$ cat src/rtl/abs_block_accumulator.sv
// abs_block_accumulator
// Accumulates per-block statistics (sum, peak, overflow count, length) over
// BLOCK_LEN magnitudes from the 10-bit absolute-value stage and hands each
// finished block downstream on a valid/ready port. Input is stalled while a
// finished block waits to be taken.
// Optional build macro: ABS_BLOCK_ACC_THRESH_EN adds blk_thr_cnt, the count of
// symbols whose effective magnitude is >= THRESH.
module abs_block_accumulator #(
  parameter int BLOCK_LEN = 255,
  parameter int SUM_W     = 18,
  parameter int THRESH    = 256
) (
  input  logic             clk,
  input  logic             reset,
  input  logic             in_valid,
  output logic             in_ready,
  input  logic [9:0]       abs_data,
  input  logic             abs_ovf,
  input  logic             flush,
  output logic             blk_valid,
  input  logic             blk_ready,
  output logic [SUM_W-1:0] blk_sum,
  output logic [10:0]      blk_max,
  output logic [7:0]       blk_ovf_cnt,
  output logic [7:0]       blk_len
`ifdef ABS_BLOCK_ACC_THRESH_EN
  ,
  output logic [7:0]       blk_thr_cnt
`endif
);

  typedef enum logic {ACCUM, HOLD} state_t;

  localparam logic [7:0]  LAST    = 8'(BLOCK_LEN - 1);
  localparam logic [10:0] THR_MAG = 11'(THRESH);

  // An overflowed input was -512, whose true magnitude does not fit 10 bits.
  function automatic logic [10:0] eff_mag(input logic [9:0] d, input logic ovf);
    return ovf ? 11'd512 : {1'b0, d};
  endfunction

  state_t             state, state_nxt;
  logic               accept;
  logic               close;
  logic [10:0]        mag;
  logic [SUM_W-1:0]   acc_sum_p0, sum_nxt;
  logic [10:0]        acc_max_p0, max_nxt;
  logic [7:0]         acc_ovf_p0, ovf_nxt;
  logic [7:0]         cnt_p0, cnt_nxt;
`ifdef ABS_BLOCK_ACC_THRESH_EN
  logic [7:0]         acc_thr_p0, thr_nxt;
`endif

  assign in_ready  = (state == ACCUM) && !reset;
  assign blk_valid = (state == HOLD);
  assign accept    = in_valid && in_ready;
  assign mag       = eff_mag(abs_data, abs_ovf);

  // Block closes on the last symbol of a full block, or on flush while accepting.
  assign close = in_ready && (flush || (accept && (cnt_p0 == LAST)));

  // Running totals including the symbol accepted this cycle, if any.
  always_comb begin
    sum_nxt = acc_sum_p0;
    max_nxt = acc_max_p0;
    ovf_nxt = acc_ovf_p0;
    cnt_nxt = cnt_p0;
`ifdef ABS_BLOCK_ACC_THRESH_EN
    thr_nxt = acc_thr_p0;
`endif
    if (accept) begin
      sum_nxt = acc_sum_p0 + SUM_W'(mag);
      if (mag > acc_max_p0) max_nxt = mag;
      ovf_nxt = acc_ovf_p0 + 8'(abs_ovf);
      cnt_nxt = cnt_p0 + 8'd1;
`ifdef ABS_BLOCK_ACC_THRESH_EN
      if (mag >= THR_MAG) thr_nxt = acc_thr_p0 + 8'd1;
`endif
    end
  end

  // Next-state logic: ACCUM until a block closes, HOLD until it is taken.
  always_comb begin
    state_nxt = state;
    case (state)
      ACCUM:   if (close) state_nxt = HOLD;
      HOLD:    if (blk_ready) state_nxt = ACCUM;
      default: state_nxt = ACCUM;
    endcase
  end

  // State register.
  always_ff @(posedge clk) begin
    if (reset) state <= ACCUM;
    else       state <= state_nxt;
  end

  // Stage p0: accumulators, and result registers loaded on block close.
  always_ff @(posedge clk) begin
    if (reset) begin
      acc_sum_p0  <= '0;
      acc_max_p0  <= '0;
      acc_ovf_p0  <= '0;
      cnt_p0      <= '0;
      blk_sum     <= '0;
      blk_max     <= '0;
      blk_ovf_cnt <= '0;
      blk_len     <= '0;
`ifdef ABS_BLOCK_ACC_THRESH_EN
      acc_thr_p0  <= '0;
      blk_thr_cnt <= '0;
`endif
    end else if (close) begin
      blk_sum     <= sum_nxt;
      blk_max     <= max_nxt;
      blk_ovf_cnt <= ovf_nxt;
      blk_len     <= cnt_nxt;
      acc_sum_p0  <= '0;
      acc_max_p0  <= '0;
      acc_ovf_p0  <= '0;
      cnt_p0      <= '0;
`ifdef ABS_BLOCK_ACC_THRESH_EN
      blk_thr_cnt <= thr_nxt;
      acc_thr_p0  <= '0;
`endif
    end else if (accept) begin
      acc_sum_p0  <= sum_nxt;
      acc_max_p0  <= max_nxt;
      acc_ovf_p0  <= ovf_nxt;
      cnt_p0      <= cnt_nxt;
`ifdef ABS_BLOCK_ACC_THRESH_EN
      acc_thr_p0  <= thr_nxt;
`endif
    end
  end

endmodule

$ cat config.mk
export PLATFORM = sky130hd
export DESIGN_NAME = abs_block_accumulator
export DESIGN_NICKNAME = d
export VERILOG_FILES = /design/src/rtl/abs_block_accumulator.sv
export SDC_FILE = /design/constraint.sdc
export NUM_CORES = 1
export LEC_CHECK = 0
export BUFFER_PORTS_ARGS = -buffer_cell sky130_fd_sc_hd__buf_2
export CORE_ASPECT_RATIO = 1.75
export CORE_MARGIN = 8
export CORE_UTILIZATION = 25
export DETAILED_ROUTE_END_ITERATION = 7
export PLACE_DENSITY = 0.46
export SLEW_MARGIN = 20
export SYNTH_ARGS = -nofsm -noshare
export SYNTH_HDL_FRONTEND = slang
export SYNTH_SLANG_ARGS = --single-unit
$ cat constraint.sdc
create_clock -name clk -period 2.79 [get_ports clk]
set_input_delay 0.279 -clock clk [delete_from_list [all_inputs] [get_ports clk]]
set_output_delay 0.279 -clock clk [all_outputs]
set_load 0.05 [all_outputs]
==> impl_metrics.ini, run 1 <==
[pwr]
pwr-share-seq_pct = 45.7
intPower_mw = 2.21
p_leak_nw = 2.01
clockPowerShare_pct = 45.2
combPwrFrac_pct = 9.1
power_density_nw_per_um2 = 586
p_switching_mw = 0.690
power.share.switching_pct = 23.7
peakVddDrop_v = 0.000331

[sta]
hold_viol_final = 0
fin_crit_sh_pct = 81.2
setup_viol = 0
fin_skew_ps = 6.40
holdWs_ps = 240
grt_setup_unrepaired = no
tns_ps = 0
period_minus_slack_ps = 2270
drv_slew = 0
worst_pin_slew_ps = 953
fmax_mhz = 441
relSlewSlack_pct = 36.5

[floorplanning]
die_height_um = 185
die-area_um2 = 20900
io_pins = 63
die_x_um = 113
core_area_um2 = 16200
initial_core_util_pct = 25.3
placementRows = 62

[logic_synthesis]
synth-async-reset-ratio_pct = 0
ys_types = 48
synthTopCellsByArea = dfxtp_1, ha_1, nand3b_1
synth-edff-count = 0
synth_cells = 454
yosys_warnings = 0
yosysMostFrequentCell = dfxtp_1
synthTopCellsByCount = dfxtp_1, nor2_1, o21ai_0
syn_avg_cell_area_um2 = 9.03
synth_top_area_share_pct = 44.4
synth_area_leader_cell = dfxtp_1
yosysSeqAreaShare_pct = 44.4
synthesis.area_um2 = 4100
ys_seq_elements = 91
syn_nets = 491
ys.flop_type = dfxtp_1

[setup_path]
cp_cell_sequence = buf_2 -> and2b_1 -> ha_1 -> a211o_1 -> o32ai_1 -> o31ai_2 -> nand4_1 -> xor2_1 -> nor2_1
crit_required_ps = 2970
critPathSlowestCell = o32ai_1
reg2reg_depth = 9
crit_path_max_fanout = 10
crit_type = input port to flip-flop
cp.arrival_ps = 2450
crit_path_start_kind = input port
r2r-end = acc_sum_p0[16]
r2r-start = acc_sum_p0[1]
cpPeakStageDelay_ps = 420
r2r_setup_slack_ps = 610
worst_setup_path_end_kind = flip-flop

[place]
placedCellCount = 697
io_buffers = 62
place_congestion = 0.804
hpwl_mm = 7.87

[cells_and_area]
nFillCells = 1700
area_growth_pct = 20.8
layout.nets = 553
stdcell_count = 713
diodes = 0
drive_gt1_share_pct = 18.4

[global_routing]
gr-usage-all-layers_pct = 10.5
grt_overflow = 0
grt_max_degree = 46
antenna_found_initial = 1
grt_pass1_wl_mm = 17.3
grt_pass1_vias = 3450

[routing]
ant_nets = 0
wl_mm = 10.6
drt_first_pass_iters = 4
route.detailed.drc = 0
num_vias = 3301
drt-initial-drc-count = 131
routed_via_density = 4.63
routedWlPerCell_um = 14.9

[cts]
path_clk_slew_ps = 60
cts_sinks = 91
cts_resized = 0
ctsHoldBuffers = 0
ctsRootBufferMaster = clkbuf_16
clk_latency_ps = 330
cts_max_level = 3
cts_buffer_depth = 2
cts_tree = yes
numCtsBuffers = 9
post-cts-setup-buffers = 0

[hold_path]
hp-class = input port to flip-flop
hold_path_end = blk_valid
hold_depth = 4
min_from = blk_ready

[flow_run]
drv_cap = 0

[run_status]
status = completed
critical path: cells and delay by family:
kind                     cells  cell delay, ps
buffers and inverters        1             210
XOR/XNOR                     1             210
adder cells (fa/ha/maj)      1             350
AND/OR/NAND/NOR              3             460
AO/OA/AOI/OAI                3             950
cell families (layout without fill, tap and decap cells):
logic type	after synthesis	in the layout	synth area share [%]
AOI/OAI and AO/OA	93	93	13.0
xor gates and xnor gates	30	30	6.41
adders and majority gates	22	22	6.65
buffers and inverters	36	103	3.66
DFF	91	91	44.4
muxes	17	17	4.15
and+or+nand+nor	165	165	21.7
layout by cell type, fill, tap and decap left out, types with 15 or more instances in the layout:
cell type	synthesis	routed
dfxtp_1	91	91
buf_2	6	62
nor2_1	56	56
o21ai_0	34	34
nand2_1	30	30
nand3b_1	29	29
ha_1	21	21
a21oi_1	20	20
xor2_1	18	18
o21ai_1	18	18
mux2i_1	17	17
inv_1	15	15
area by class of cell:
type	instances	area, um2	area share [%]
Multi-Input combinational cell	327	2130	43.0
Sequential cell	91	1820	36.8
Timing Repair Buffer	72	385	7.78
Clock buffer	12	246	4.98
Tap cell	192	240	4.85
Clock inverter	4	73.8	1.49
Inverter	15	56.3	1.14
layer usage:
metal  track usage, %  vias up  routed length [um]
li1                 -     1686                   -
met2             19.7       55                5480
met4             4.51        2                 210
met1             10.8     1548                4550
met5                0        -                   8
met3             2.48       10                 390
flip-flops by register name (all words and copies together), names as in the netlist:
signal	cells
acc_ovf_p0	8
blk_sum	18
cnt_p0	8
acc_sum_p0	18
acc_max_p0	11
blk_len	8
blk_valid	1
blk_max	11
blk_ovf_cnt	8
how the worst max path moves through the flow:
stage	start	endpoint	slack [ps]	cells past startpoint
finish	abs_ovf	acc_sum_p0[16]	520	9
global placement	abs_ovf	blk_sum[10]	170	12
CTS	abs_ovf	acc_sum_p0[12]	480	12
detailed placement	abs_ovf	acc_sum_p0[16]	120	12
global route	abs_ovf	acc_sum_p0[12]	310	12
floorplan	blk_valid	blk_max[3]	110	7
stage by stage:
stage	setup WS, ps	util [%]	cell area (um2)	power, mW
2_1_floorplan	105	-	4100	1.54
3_3_place_gp	166	28.6	4630	1.62
3_5_place_dp	123	28.6	4630	1.63
4_1_cts	481	30.5	4950	2.95
5_1_grt	306	30.5	4950	3.03
6_report	524	30.5	4950	2.90
power groups by stage:
stage                     registers, mW  logic [mW]  clock network (mW)
after floorplan                    1.39       0.155                   0
after global placement             1.36       0.266                   0
after detailed placement           1.36       0.269                   0
after CTS                          1.33       0.270                1.36
after global routing               1.33       0.292                1.41
final                              1.33       0.264                1.31
No activity file was read; power rests on OpenSTA's default activity.
==> run 2, diff against run 1 <==
ABC_AREA = 1   (was not set)
PLACE_DENSITY = 0.47   (was 0.46)
clock period = 1.88 ns   (was 2.79 ns; I/O delays follow)
==> impl_metrics.ini, run 2 <==
[run_status]
status = completed

[pwr]
peakVddDrop_v = 0.000346
p_leak_nw = 2.73
power_density_nw_per_um2 = 795

[hold_path]
hold_depth = 2
min_from = reset
hold_path_end = blk_valid
hp-class = input port to flip-flop

[cells_and_area]
drive_gt1_share_pct = 29.2
diodes = 0
layout_commonest_cell = nand2_1
multiInputGateArea_um2 = 2380
layout.nets = 754
reg_top3 = acc_sum_p0 (18), blk_sum (18)
nFillCells = 1832
final_cell_mix = nand2_1, dfxtp_1, inv_1, buf_2, buf_4
area_growth_pct = 38.8
regArea_um2 = 1830
stdcell_count = 949

[sta]
drv_slew = 0
relSlewSlack_pct = 74.2
worst_pin_slew_ps = 383
setup_viol = 0
fmax_mhz = 555
hold_viol_final = 0
fin_skew_ps = 10.4
fin_crit_sh_pct = 95.9
holdWs_ps = 102
period_minus_slack_ps = 1800

[logic_synthesis]
syn_nets = 636
synth-edff-count = 0
synth_cells = 599
yosysSeqAreaShare_pct = 42.3
ys.flop_type = dfxtp_1
synth-async-reset-ratio_pct = 0
synth_top_area_share_pct = 42.3
synthTopCellsByCount = nand2_1, dfxtp_1, inv_1
synthesis.area_um2 = 4310
synth_area_leader_cell = dfxtp_1
ys_seq_elements = 91
syn_avg_cell_area_um2 = 7.19
ys_types = 35
yosysMostFrequentCell = nand2_1
synthTopCellsByArea = dfxtp_1, nand2_1, ha_1
yosys_warnings = 0

[setup_path]
r2r-start = acc_sum_p0[6]
cp_cell_sequence = clkbuf_4 -> clkinvlp_4 -> nand2_2 -> inv_2 -> buf_4 -> ha_1 -> nand2_1 -> nor2_1 -> nand3_1 -> nand2_1 -> buf_6 -> nand4_1 -> nand3_1 -> nand2_1
cp.arrival_ps = 2050
cpPeakStageDelay_ps = 290
crit_top_cell = nand2_1
crit_path_max_fanout = 10
r2r_setup_slack_ps = 100
critPathSlowestCell = ha_1
r2r-end = blk_sum[15]
crit_path_start_kind = input port
crit_required_ps = 2130
startpoint = abs_ovf
reg2reg_depth = 12
crit_type = input port to flip-flop
worst_setup_path_end_kind = flip-flop

[cts]
cts_sinks = 91
numCtsBuffers = 9
cts_buffer_depth = 2
clk_latency_ps = 350
cts_tree = yes
ctsRootBufferMaster = clkbuf_16
path_clk_slew_ps = 70
cts_max_level = 3

[flow_run]
drv_cap = 0

[place]
place_congestion = 0.865
placedCellCount = 928
hpwl_mm = 9.90
io_buffers = 62

[routing]
wl_mm = 12.9
drt-initial-drc-count = 114
routed_via_density = 4.38
ant_nets = 0
routedWlPerCell_um = 13.6
drt_first_pass_iters = 4
route.detailed.drc = 0
num_vias = 4156

[global_routing]
grt_overflow = 0
grt_pass1_wl_mm = 21.2
grt_pass1_vias = 4474
grt_max_degree = 29
antenna_found_initial = 0
gr-usage-all-layers_pct = 12.4

[floorplanning]
io_pins = 63
die_height_um = 190
core_area_um2 = 16900
initial_core_util_pct = 25.4
placementRows = 63
die-area_um2 = 21900
die_x_um = 115
[run 2: kinds of logic (layout without fill, tap and decap cells)]
logic type | count (synthesis) | count (layout) | synth area share, %
buf+inv | 91 | 214 | 8.97
compound gates | 72 | 72 | 8.86
flops | 91 | 91 | 42.3
xor+xnor | 16 | 16 | 3.25
simple gates | 305 | 305 | 29.8
fa+ha+maj | 21 | 21 | 6.10
mux | 3 | 3 | 0.697
[run 2: how the worst max path moves through the flow]
stage                  end  cells after the start
2_1_floorplan   blk_len[6]                      9
3_3_place_gp   blk_sum[10]                     13
3_5_place_dp   blk_sum[15]                     14
4_1_cts        blk_sum[11]                      9
5_1_grt         blk_max[4]                     14
6_report        blk_max[4]                     14
[run 2: stage by stage]
stage               instance area (um2)  utilization (%)  setup slack [ps]  power [mW]  setup TNS (ps)
floorplan                          4330                -              -110        2.53           -7260
global placement                   5340             31.5              -495        2.82          -14430
detailed placement                 5340             31.5              -491        2.83          -15560
CTS                                5700             33.6             -6.88        4.76           -6.88
global route                       5980             35.3             -36.3        4.99            -265
finish                             5980             35.3              76.7        4.75               0
[run 2: layout make-up]
type                            instances  share of cell area [%]
Timing Repair Buffer                  126                    14.8
Timing Repair inverter                  1                   0.126
Clock buffer                            9                    3.77
Tap cell                              227                    4.75
Inverter                               71                    4.60
Multi-Input combinational cell        417                    39.8
Clock inverter                          7                    1.42
Sequential cell                        91                    30.7
[run 2: routing by layer]
layer	up-vias	GRT usage (%)	part of all wire [%]
met2	60	24.0	55
met1	1908	11.9	38
li1	2159	-	-
met5	-	0	0
met4	0	7.22	3.8
met3	29	1.94	3.0
[run 2: repair_timing]
action                                  in CTS  in global routing
gates resized for setup                     12                 65
hold endpoints to repair                     1                  0
pin swaps                                    3                  9
endpoints found under the setup margin      24                 90
cloned                                       0                  1
hold buffers                                 1                  0
setup buffers                                1                  2
[run 2: critical path: cells and delay by family]
family	cells	cell delay, ps
and+or+nand+nor	8	880
adders and majority gates	1	290
buffers and inverters	5	680
[run 2: report_power, final]
part | switching, mW | total [mW] | internal [mW]
Sequential | 0.0373 | 2.03 | 1.99
Combinational | 0.508 | 0.820 | 0.312
Clock | 0.849 | 1.91 | 1.06
Total | 1.39 | 4.75 | 3.36
==> run 3, diff against run 2 <==
CORE_UTILIZATION = 51   (was 25)
PLACE_DENSITY = 0.79   (was 0.47)
==> impl_metrics.ini, run 3 (synthesis gave the netlist of run 2 again) <==
[routing]
ant_nets = 0
drt-initial-drc-count = 362
routed_via_density = 5.49
num_vias = 4455
drt_first_pass_iters = 5
route.detailed.drc = 0
routedWlPerCell_um = 15.8
wl_mm = 12.8

[global_routing]
grt_overflow = 0
grt_max_degree = 29
antenna_found_initial = 0
grt_pass1_vias = 4390
gr-usage-all-layers_pct = 20.3
grt_pass1_wl_mm = 19.3

[sta]
fin_skew_ps = 5.94
fin_crit_sh_pct = 105
fmax_mhz = 507
relSlewSlack_pct = 72.8
worst_pin_slew_ps = 404
setup_viol = 9
period_minus_slack_ps = 1970
timing.final.ws_setup_ps = -91.7
drv_slew = 0
hold_viol_final = 0
grt_setup_unrepaired = yes

[cts]
cts_tree = yes
numCtsBuffers = 9
clk_latency_ps = 350
path_clk_slew_ps = 60
cts_buffer_depth = 2
cts_sinks = 91
cts_max_level = 3
ctsRootBufferMaster = clkbuf_16

[pwr]
finalPower_mw = 4.84
power_density_nw_per_um2 = 845
combPwrFrac_pct = 17.0
intPower_mw = 3.54
p_switching_mw = 1.30
power.share.switching_pct = 26.8
clockPowerShare_pct = 41.0
p_leak_nw = 2.72
pwr-share-seq_pct = 42.0
peakVddDrop_v = 0.000589

[floorplanning]
die_height_um = 138
die-area_um2 = 11800
initial_core_util_pct = 52.2
core_area_um2 = 8260
io_pins = 63
die_x_um = 85.5
placementRows = 44

[cells_and_area]
layout.nets = 752
area_growth_pct = 32.8
final_util_pct = 69.3
reg_top3 = acc_sum_p0 (18), blk_sum (18)
regArea_um2 = 1830
multiInputGateArea_um2 = 2270
nFillCells = 663
final_cell_mix = nand2_1, dfxtp_1, inv_1, buf_2
layout_commonest_cell = nand2_1
drive_gt1_share_pct = 26.1
diodes = 0

[hold_path]
hp-class = input port to flip-flop

[setup_path]
cp_cell_sequence = ha_1 -> inv_1 -> o21bai_1 -> o21bai_1 -> buf_4 -> nand4_1 -> nand2_2 -> nand2_1 -> nand2_1 -> nand2_1 -> nand2_1 -> nand2_1
crit_path_max_fanout = 4
crit_type = flip-flop to flip-flop
crit_required_ps = 2120
critPathSlowestCell = ha_1
cp.arrival_ps = 2210
crit_top_cell = nand2_1
cpPeakStageDelay_ps = 380
crit_path_start_kind = flip-flop
worst_setup_path_end_kind = flip-flop

[run_status]
status = complete, but fails checks
violations = setup timing

[place]
io_buffers = 62
hpwl_mm = 8.47
place_congestion = 0.939

[flow_run]
drv_cap = 0
## run 3: cell types whose count changed in the layout (fill, tap and decap cells not counted), moves of 3 or more
cell and delta:
nand2_1 +9, nand2_2 -7, a21oi_1 +6, a21oi_2 -6, buf_4 -4, buf_6 +4
buf_12 -3
## run 3: final timing paths
| kind | cells past startpoint | slack, ps | endpoint | startpoint |
|---|---|---|---|---|
| worst min register to register | 2 | 450 | blk_max[8] | blk_max[8] |
| worst min-delay path | 2 | 110 | blk_valid | reset |
| worst max register to register | 12 | -90 | blk_sum[12] | acc_sum_p0[3] |
| worst max-delay path | 12 | -90 | blk_sum[12] | acc_sum_p0[3] |
## run 3: what timing repair did
action / CTS / global route
endpoints found under the setup margin: 10 / 82
cloned: 0 / 3
endpoints found under the hold margin: 0 / 1
setup buffers: 1 / 5
hold buffers: 0 / 1
resized for setup: 9 / 52
pin swaps: 3 / 11
## run 3: cell type report
cell class	instances	share of cell area (%)
multi-input combinational	417	39.7
timing repair inverter	1	0.131
inverter	71	4.92
timing repair buffer	124	15.5
clock inverter	5	1.44
tap	92	2.01
clock buffer	11	4.42
sequential	91	32.0
## run 3: critical path: cells and delay by family (launching register included)
| family | cells | cell delay (ps) |
|---|---|---|
| DFF | 1 | 320 |
| AOI/OAI and AO/OA | 2 | 390 |
| and+or+nand+nor | 7 | 510 |
| buffers and inverters | 2 | 270 |
| adders and majority gates | 1 | 380 |
## run 3: per-stage QoR
stage / setup slack, ps / hold WS (ps) / instances / TNS, ps / cell area (um2)
2_1_floorplan: -110 / 269 / 599 / -7260 / 4330
3_3_place_gp: -351 / 356 / 786 / -8220 / 5050
3_5_place_dp: -428 / 359 / 786 / -10860 / 5050
4_1_cts: -5.05 / 0.847 / 803 / -8.66 / 5420
5_1_grt: -254 / 113 / 812 / -2780 / 5720
6_report: -91.7 / 109 / 812 / -234 / 5720
## run 3: power by group through the flow
stage,Clock (mW),Combinational (mW),Sequential (mW)
after floorplan,0,0.359,2.17
after global placement,0,0.680,2.06
after global routing,2.10,0.885,2.04
after detailed placement,0,0.698,2.07
final,1.98,0.821,2.03
after CTS,2.01,0.712,2.02
## run 3: per-layer routing
| layer | vias up | GRT usage [%] | routed length, um |
|---|---|---|---|
| met5 | - | 0 | 0 |
| met4 | 0 | 13.0 | 613 |
| met3 | 60 | 4.12 | 806 |
| met2 | 196 | 37.4 | 6740 |
| met1 | 2043 | 20.3 | 4650 |
| li1 | 2156 | - | - |
